File: config.mk
export PLATFORM = sky130hd
export DESIGN_NAME = ram_block_mover_flat
export DESIGN_NICKNAME = d
export VERILOG_FILES = /design/src/rtl/ram_block_mover_if.sv /design/src/rtl/ram_block_mover.sv /design/src/flat_wrapper.sv
export SDC_FILE = /design/constraint.sdc
export NUM_CORES = 1
export LEC_CHECK = 0
export ABC_AREA = 0
export BUFFER_PORTS_ARGS = -buffer_cell sky130_fd_sc_hd__buf_2
export CORE_UTILIZATION = 45
export DETAILED_ROUTE_END_ITERATION = 8
export PLACE_DENSITY_LB_ADDON = 0.15
export SKIP_LAST_GASP = 1
export SYNTH_ARGS = -nofsm -noshare
export SYNTH_HDL_FRONTEND = slang
export SYNTH_SLANG_ARGS = --single-unit
File: constraint.sdc
create_clock -name clk -period 8.1 [get_ports clk]
set_input_delay 0.81 -clock clk [delete_from_list [all_inputs] [get_ports clk]]
set_output_delay 0.81 -clock clk [all_outputs]
set_load 0.02 [all_outputs]
File: src/rtl/ram_block_mover_if.sv
// Command and RAM-port signal bundle for ram_block_mover.
// slave = the mover's view; master = the commanding side plus the RAM read-data return.
interface ram_block_mover_if #(
    parameter int ADDR_W = 14,
    parameter int DATA_W = 16
);
    logic              start;
    logic              op;
    logic [ADDR_W-1:0] src;
    logic [ADDR_W-1:0] dst;
    logic [ADDR_W-1:0] len;
    logic [DATA_W-1:0] fill_val;
    logic              busy;
    logic              done;
    logic [ADDR_W-1:0] ram_address;
    logic              ram_load;
    logic [DATA_W-1:0] ram_in;
    logic [DATA_W-1:0] ram_out;

    modport slave (
        input  start, op, src, dst, len, fill_val, ram_out,
        output busy, done, ram_address, ram_load, ram_in
    );

    modport master (
        output start, op, src, dst, len, fill_val, ram_out,
        input  busy, done, ram_address, ram_load, ram_in
    );
endinterface

File: src/rtl/ram_block_mover.sv
// Block FILL / COPY (memmove-safe) engine driving a 1-cycle-read RAM port while busy.
// FILL: 1 word/cycle, COPY: 2 cycles/word; done pulses the cycle after the last write.
module ram_block_mover #(
    parameter int ADDR_W = 14,
    parameter int DATA_W = 16
) (
    input  logic               clk,
    input  logic               reset_n,
    ram_block_mover_if.slave   bus
);
    typedef enum logic [1:0] {IDLE, FILL, RD, WR} state_t;

    localparam logic OP_COPY = 1'b0;

    state_t            state_q;
    logic [ADDR_W-1:0] src_q, dst_q, idx_q, cnt_q;
    logic              desc_q;
    logic              busy_q, done_q, load_q;
    logic [ADDR_W-1:0] addr_q;
    logic [DATA_W-1:0] in_q;

    logic              cmd_desc;
    logic [ADDR_W-1:0] first_idx_d;
    logic [ADDR_W-1:0] idx_d;

    // Descend when the destination sits above the source so overlapping ranges survive.
    assign cmd_desc    = (bus.op == OP_COPY) && (bus.dst > bus.src);
    assign first_idx_d = cmd_desc ? (bus.len - ADDR_W'(1)) : '0;
    assign idx_d       = desc_q ? (idx_q - ADDR_W'(1)) : (idx_q + ADDR_W'(1));

    always_ff @(posedge clk or negedge reset_n) begin
        if (!reset_n) begin
            state_q <= IDLE;
            src_q   <= '0;
            dst_q   <= '0;
            idx_q   <= '0;
            cnt_q   <= '0;
            desc_q  <= 1'b0;
            busy_q  <= 1'b0;
            done_q  <= 1'b0;
            load_q  <= 1'b0;
            addr_q  <= '0;
            in_q    <= '0;
        end else begin
            done_q <= 1'b0;
            case (state_q)
                IDLE: begin
                    if (bus.start) begin
                        src_q  <= bus.src;
                        dst_q  <= bus.dst;
                        desc_q <= cmd_desc;
                        idx_q  <= first_idx_d;
                        cnt_q  <= bus.len - ADDR_W'(1);
                        if (bus.len == '0) begin
                            done_q <= 1'b1;
                        end else if (bus.op != OP_COPY) begin
                            state_q <= FILL;
                            busy_q  <= 1'b1;
                            addr_q  <= bus.dst + first_idx_d;
                            load_q  <= 1'b1;
                            in_q    <= bus.fill_val;
                        end else begin
                            state_q <= RD;
                            busy_q  <= 1'b1;
                            addr_q  <= bus.src + first_idx_d;
                            load_q  <= 1'b0;
                        end
                    end
                end
                FILL, WR: begin
                    if (cnt_q == '0) begin
                        state_q <= IDLE;
                        busy_q  <= 1'b0;
                        done_q  <= 1'b1;
                        load_q  <= 1'b0;
                        addr_q  <= '0;
                        in_q    <= '0;
                    end else begin
                        idx_q <= idx_d;
                        cnt_q <= cnt_q - ADDR_W'(1);
                        if (state_q == FILL) begin
                            addr_q <= dst_q + idx_d;
                        end else begin
                            state_q <= RD;
                            addr_q  <= src_q + idx_d;
                            load_q  <= 1'b0;
                        end
                    end
                end
                RD: begin
                    state_q <= WR;
                    addr_q  <= dst_q + idx_q;
                    load_q  <= 1'b1;
                end
                default: state_q <= IDLE;
            endcase
        end
    end

    assign bus.busy        = busy_q;
    assign bus.done        = done_q;
    assign bus.ram_address = addr_q;
    assign bus.ram_load    = load_q;
    // Read data only arrives in the WR cycle itself, so it bypasses the output register.
    assign bus.ram_in      = (state_q == WR) ? bus.ram_out : in_q;
endmodule
File: src/flat_wrapper.sv
// flat-port wrapper written by rule: the top's interface ports become plain ports
module ram_block_mover_flat 
#(
    parameter int ADDR_W = 14,
    parameter int DATA_W = 16
)
  (clk, reset_n, bus_start, bus_op, bus_src, bus_dst, bus_len, bus_fill_val, bus_ram_out, bus_busy, bus_done, bus_ram_address, bus_ram_load, bus_ram_in);
  ram_block_mover_if #(.ADDR_W(ADDR_W), .DATA_W(DATA_W)) bus_i ();
  input  logic clk;
  input  logic reset_n;
  input wire logic [$bits(bus_i.start)-1:0] bus_start;
  input wire logic [$bits(bus_i.op)-1:0] bus_op;
  input wire logic [$bits(bus_i.src)-1:0] bus_src;
  input wire logic [$bits(bus_i.dst)-1:0] bus_dst;
  input wire logic [$bits(bus_i.len)-1:0] bus_len;
  input wire logic [$bits(bus_i.fill_val)-1:0] bus_fill_val;
  input wire logic [$bits(bus_i.ram_out)-1:0] bus_ram_out;
  output wire logic [$bits(bus_i.busy)-1:0] bus_busy;
  output wire logic [$bits(bus_i.done)-1:0] bus_done;
  output wire logic [$bits(bus_i.ram_address)-1:0] bus_ram_address;
  output wire logic [$bits(bus_i.ram_load)-1:0] bus_ram_load;
  output wire logic [$bits(bus_i.ram_in)-1:0] bus_ram_in;
  assign bus_i.start = bus_start;
  assign bus_i.op = bus_op;
  assign bus_i.src = bus_src;
  assign bus_i.dst = bus_dst;
  assign bus_i.len = bus_len;
  assign bus_i.fill_val = bus_fill_val;
  assign bus_i.ram_out = bus_ram_out;
  assign bus_busy = bus_i.busy;
  assign bus_done = bus_i.done;
  assign bus_ram_address = bus_i.ram_address;
  assign bus_ram_load = bus_i.ram_load;
  assign bus_ram_in = bus_i.ram_in;
  ram_block_mover #(.ADDR_W(ADDR_W), .DATA_W(DATA_W)) u_core (.clk(clk), .reset_n(reset_n), .bus(bus_i));
endmodule
Word-level counts from Yosys, hierarchy flattened
Cells that the tools add are included.

cells by class
  reduce and logical (&&, ||, !) cells = 12
  multipliers = 0
  magnitude comparators = 1
  shifts and indexed selects = 0
  bitwise gates (word level) = 1
  equal/unequal tests = 9
  muxes and demuxes = 40
  add/subtract/negate cells = 9
  div/mod/pow operators = 0

operators with widths
  kind                                                                     count
  14-bit two-way mux                                                       11
  16-bit two-way mux                                                       5
  14-bit adder                                                             5
  14-bit one-hot mux with 2 select lines                                   2
  14-bit one-hot mux with 3 select lines                                   1
  14-bit by 1-bit subtractor with 14-bit output, second input constant     3
  16-bit one-hot mux with 2 select lines                                   1
  14-bit zero test                                                         2
  14-bit by 1-bit adder with 14-bit output, second input constant          1
  14-bit greater-than comparator                                           1
  1-bit two-way mux                                                        11
  2-bit two-way mux                                                        5
  2-bit inequality test, second input constant                             4
  2-bit one-hot mux with 3 select lines                                    1
  3-bit AND reduction                                                      2
  5-bit AND reduction                                                      1
  2-bit == test, second input constant                                     2
  1-bit one-hot mux with 2 select lines                                    2
  2-bit AND reduction                                                      2
  4-bit AND reduction                                                      1
  3-bit by 2-bit inequality test with 1-bit output, second input constant  1
  1-bit one-hot mux with 3 select lines                                    1
  2-bit by 1-bit == test with 1-bit output, second input constant          1
  2-bit zero test                                                          1
  other kinds (5)                                                          5

storage, ports and cells
  latch bits = 0
  output and inout bits = 33
  flip-flop bits (word level) = 92
  ROM bits = 0
  memories = 0
  logic and storage cells = 83
  bits of input ports = 78
  memory bits (writable) = 0

Logic depth before layout (Yosys ltp)
  depth after elaboration = 8
  depth in mapped cells = 20
  gate-level depth less buffers = 19

Worst setup path after synthesis
OpenSTA, ideal clock, no wires.

  path kind = input-to-reg
  start point = input bus_src[8]
  end point = register u_core.addr_q[12], in the netlist u_core.bus.ram_address[12]
  slack = 3.841 ns
  stages = 20
  path buffers = 1
  data arrival time = 4.177 ns
  path through = inv_1 -> ha_1 -> a21o_1 -> a21oi_1 -> a21oi_1 -> nor3_1 -> a21o_1 -> clkbuf_1 -> nor2_1 -> ha_1 -> fa_1 -> a21o_1 -> a21oi_1 -> nor2b_1 -> o22ai_1 -> o21ai_0 -> a21oi_1 -> xnor2_1 -> o22ai_1 -> o22ai_1

between the ends
  word-level cells in the longest chain between the ends = 8

RTL lines
  what                                        line                                          RTL
  start: declaration                          flat_wrapper.sv:13                            input wire logic [$bits(bus_i.src)-1:0] bus_src;
  14-bit greater-than comparator              ram_block_mover.sv:27                         assign cmd_desc = (bus.op == OP_COPY) && (bus.dst > bus.src);
  1-bit logical AND                           ram_block_mover.sv:27
  14-bit two-way mux                          ram_block_mover.sv:28                         assign first_idx_d = cmd_desc ? (bus.len - ADDR_W'(1)) : '0;
  14-bit adder, on equally long branches      ram_block_mover.sv:65, ram_block_mover.sv:59
  14-bit two-way mux (*)                      ram_block_mover.sv:56                         end else if (bus.op != OP_COPY) begin
  14-bit two-way mux (*)                      ram_block_mover.sv:54                         if (bus.len == '0) begin
  14-bit two-way mux (*)                      ram_block_mover.sv:48                         if (bus.start) begin
  14-bit one-hot mux with 3 select lines (*)  ram_block_mover.sv:46                         case (state_q)
  end signal: assignment                      ram_block_mover.sv:59                         addr_q <= bus.dst + first_idx_d;
  end signal: assignment                      ram_block_mover.sv:65                         addr_q <= bus.src + first_idx_d;
  end signal: assignment                      ram_block_mover.sv:82                         addr_q <= dst_q + idx_d;
  end: declaration                            ram_block_mover.sv:19                         logic [ADDR_W-1:0] addr_q;

Mark *: on every way between the ends. The rest lies on a longest branch, timed or not. The select of a mux whose other input is x is not followed.
A chain may end at the register's enable or synchronous reset.

Worst setup path after layout
  start point = register u_core.state_q[1]
  end point = register u_core.addr_q[12], in the netlist u_core.bus.ram_address[12]

between the ends
  word-level cells in the longest chain between the ends = 4

RTL lines
  what                                      line                                          RTL
  start: declaration                        ram_block_mover.sv:15                         state_t state_q;
  start signal: assignment                  ram_block_mover.sv:33                         state_q <= IDLE;
  start signal: assignment                  ram_block_mover.sv:57                         state_q <= FILL;
  start signal: assignment                  ram_block_mover.sv:63                         state_q <= RD;
  2-bit by 1-bit == test with 1-bit output  ram_block_mover.sv:46, ram_block_mover.sv:81
  14-bit two-way mux                        ram_block_mover.sv:81                         if (state_q == FILL) begin
  14-bit two-way mux                        ram_block_mover.sv:71                         if (cnt_q == '0) begin
  14-bit one-hot mux with 3 select lines    ram_block_mover.sv:46
  end signal: assignment                    ram_block_mover.sv:82
  end signal: assignment                    ram_block_mover.sv:85                         addr_q <= src_q + idx_d;
  end signal: assignment                    ram_block_mover.sv:92                         addr_q <= dst_q + idx_q;

Parallel ways exist; a longest one is shown, timed or not.

==> flow_metrics.env <==
export IMPL_status="completed"
export IMPL_preCtsSetupSlack_ps=3100
export IMPL_num_rows=46
export IMPL_layout_nets=1128
export IMPL_portBuffers=110
export IMPL_final_util_pct=52.7
export IMPL_slew_headroom_pct=18.7
export IMPL_syn_num_nets=1038
export IMPL_vdd_drop_max_v=0.000142
export IMPL_ys_seq_area_share_pct=31.0
export IMPL_power_mw=3.37
export IMPL_synthArstFlopShare_pct=100
export IMPL_rr_worst_depth=15
export IMPL_synth_distinct_cells=61
export IMPL_viasPerCell=5.56
export IMPL_ys_seq_elements=91
export IMPL_drt_antenna_violating_nets=0
export IMPL_initial_utilization_pct=46.2
export IMPL_wire_per_inst_um=17.5
export IMPL_powerDensity_nw_per_um2=402
export IMPL_antennaDiodeCount=0
export IMPL_drv_cap=0
export IMPL_synth_area_per_cell_um2=8.25
export IMPL_netlist_area_leader_share_pct=31.0
export IMPL_postCtsResizedCells=0
export IMPL_vias=6667
export IMPL_post_cts_buffers=0
export IMPL_timing_final_crit_share_pct=58.5
export IMPL_hold_buffers=0
export IMPL_synthSimpleGateAreaFrac_pct=18.7
export IMPL_drc_errors=0
export IMPL_yosysMostFrequentCell="nand2_1"
export IMPL_cts_num_sinks=91
export IMPL_worstMarginPinSlew_ps=1220
export IMPL_fin_skew_ps=7.92
export IMPL_hold_path_class="input pin to asynchronous set/reset pin"
export IMPL_drtIter0Drc=394
export IMPL_rr_endpoint="u_core.bus.ram_address[12]"
export IMPL_worstReg2RegStart="u_core.state_q[1]"
export IMPL_whs_ps=428
export IMPL_clock_fmax_mhz=211
export IMPL_hpwl_um=16500
export IMPL_critical_path_startpoint_type="flip-flop"
export IMPL_grt_start_max_net_pins=55
export IMPL_grt_antenna_before_repair=0
export IMPL_synth_warnings=0
export IMPL_worst_setup_path_end_kind="flip-flop"
export IMPL_die_w_um=130
export IMPL_synth_common_cells="nand2_1, dfrtp_1, nor2_1"
export IMPL_clk_pin_slew_ps=70
export IMPL_yosys_area_share_adder_pct=12.5
export IMPL_syn_inst=889
export IMPL_netlist_area_um2=7330
export IMPL_drv_slew=0
export IMPL_synth_edff_count=0
export IMPL_die_area_um2=16800
export IMPL_synthMuxAreaShare_pct=6.24
export IMPL_synth_largest_area_cell="dfrtp_1"
export IMPL_tns_ps=0
export IMPL_numCtsBuffers=9
export IMPL_grt_total_usage_pct=25.9
export IMPL_first_global_vias=6025
export IMPL_clock_latency_ps=360
export IMPL_synth_top_family_by_area="compound AO/OA/AOI/OAI gates"
export IMPL_drive_gt1_share_pct=17.4
export IMPL_clockBufferDepth=2
export IMPL_grt_overflow_total=0
export IMPL_post_route_min_period_ps=4740
export IMPL_synth_compound_area_share_pct=19.7
export IMPL_io_pin_count=111
export IMPL_htreeDepth=3
export IMPL_leakagePower_nw=4.10
export IMPL_crit_required_ps=8380
export IMPL_die_h_um=130
export IMPL_area_growth_pct=14.2
export IMPL_routed_wl_um=21100
export IMPL_synthTopCellsByArea="dfrtp_1, ha_1, nand2_1"
export IMPL_synthXorXnorAreaFrac_pct=8.00
export IMPL_crit_type="flip-flop to flip-flop"
export IMPL_place_congestion=0.942
export IMPL_cp_arrival_ps=5020
export IMPL_fin_ws_ps=3360
export IMPL_root_buffer="clkbuf_16"
export IMPL_rsz0062_at_grt="false"
export IMPL_setup_viol=0
export IMPL_coreArea_um2=15900
export IMPL_hold_viol_final=0
export IMPL_reg2reg_slack_ps=3360
export IMPL_grt_first_pass_wirelength_um=32600
export IMPL_first_pass_iters=5
export IMPL_synth_ff_type="dfrtp_1"
export IMPL_crit_fanout=20
export IMPL_cts_tree="done"
-- worst max-delay path: stages, from the launching register on --
cell and delay, ps:
dfrtp_1 800, clkinv_1 510, nand2_1 650, mux2_2 290, ha_1 160, inv_1 50
fa_1 390, nor2b_1 170, o21ai_0 120, a21boi_0 230, o21ai_0 130, a211o_1 320
o311ai_0 360, a21oi_1 140, xor2_1 170, o22ai_1 140
-- cell type report --
type | instances | area [um2]
multi-input cells | 725 | 4780
repair buffers | 115 | 591
inverters | 37 | 139
clock inverters | 7 | 97.6
clock buffers | 9 | 225
flip-flops and latches | 91 | 2280
fillers | 1566 | 7510
well taps | 216 | 270
-- where the power goes --
part	internal (mW)	switching (mW)
Combinational	0.873	1.20
Sequential	0.652	0.185
Clock	0.272	0.190
Total	1.80	1.57
-- stage by stage --
step | cells | instance area (um2)
2_1_floorplan | 889 | 7330
3_3_place_gp | 1184 | 8060
3_5_place_dp | 1184 | 8060
4_1_cts | 1200 | 8380
5_1_grt | 1200 | 8380
6_report | 1200 | 8380
-- registers in the layout, summed over array words and instances (netlist names) --
name                    cells
u_core.in_q                16
u_core.bus.ram_address     14
u_core.cnt_q               14
u_core.dst_q               14
u_core.idx_q               14
u_core.src_q               14
u_core.state_q              2
u_core.bus.busy             1
u_core.bus.done             1
u_core.desc_q               1
-- cells by family after synthesis --
kind of cell,count (synthesis)
buffers and inverters,73
adders and majority gates,71
muxes,42
DFF,91
and+or+nand+nor,315
xor gates and xnor gates,67
AOI/OAI and AO/OA,230
-- worst max path at each step --
stage | start | end | slack, ps | depth (start not counted)
after detailed placement | bus_dst[8] | u_core.bus.ram_address[12] | 3100 | 19
after global routing | u_core.state_q[1] | u_core.bus.ram_address[12] | 2960 | 15
final | u_core.state_q[1] | u_core.bus.ram_address[12] | 3360 | 15
after CTS | u_core.state_q[1] | u_core.bus.ram_address[12] | 3430 | 15
after global placement | bus_dst[8] | u_core.bus.ram_address[12] | 3200 | 19
after floorplan | bus_src[8] | u_core.bus.ram_address[12] | 3840 | 20
-- routing by layer --
| layer | GRT usage [%] | share of wire [%] | vias to the layer above |
|---|---|---|---|
| li1 | - | - | 3340 |
| met1 | 36.7 | 47 | 3073 |
| met2 | 39.9 | 44 | 224 |
| met3 | 4.42 | 6.4 | 30 |
| met4 | 8.48 | 2.3 | 0 |
| met5 | 0 | 0 | - |
-- placed cells by master, fill, tap and decap left out, types with 7 or more instances in the layout --
cell type  instances
mux2_2            30
o21a_1             7
o22ai_1           14
a21oi_1           61
a31oi_1            9
xor2_1            28
nand2_1          158
o21ai_0           66
a21o_1            17
ha_1              67
nor2_1            68
nand3_1           25
nor2b_1            7
xnor2_1           39
mux2i_1           12
inv_1             36
buf_2            109
nor3_1            23
a221oi_1           7
dfrtp_1           90
clkbuf_16          9
Note: power is estimated with default switching activity, not from simulation.
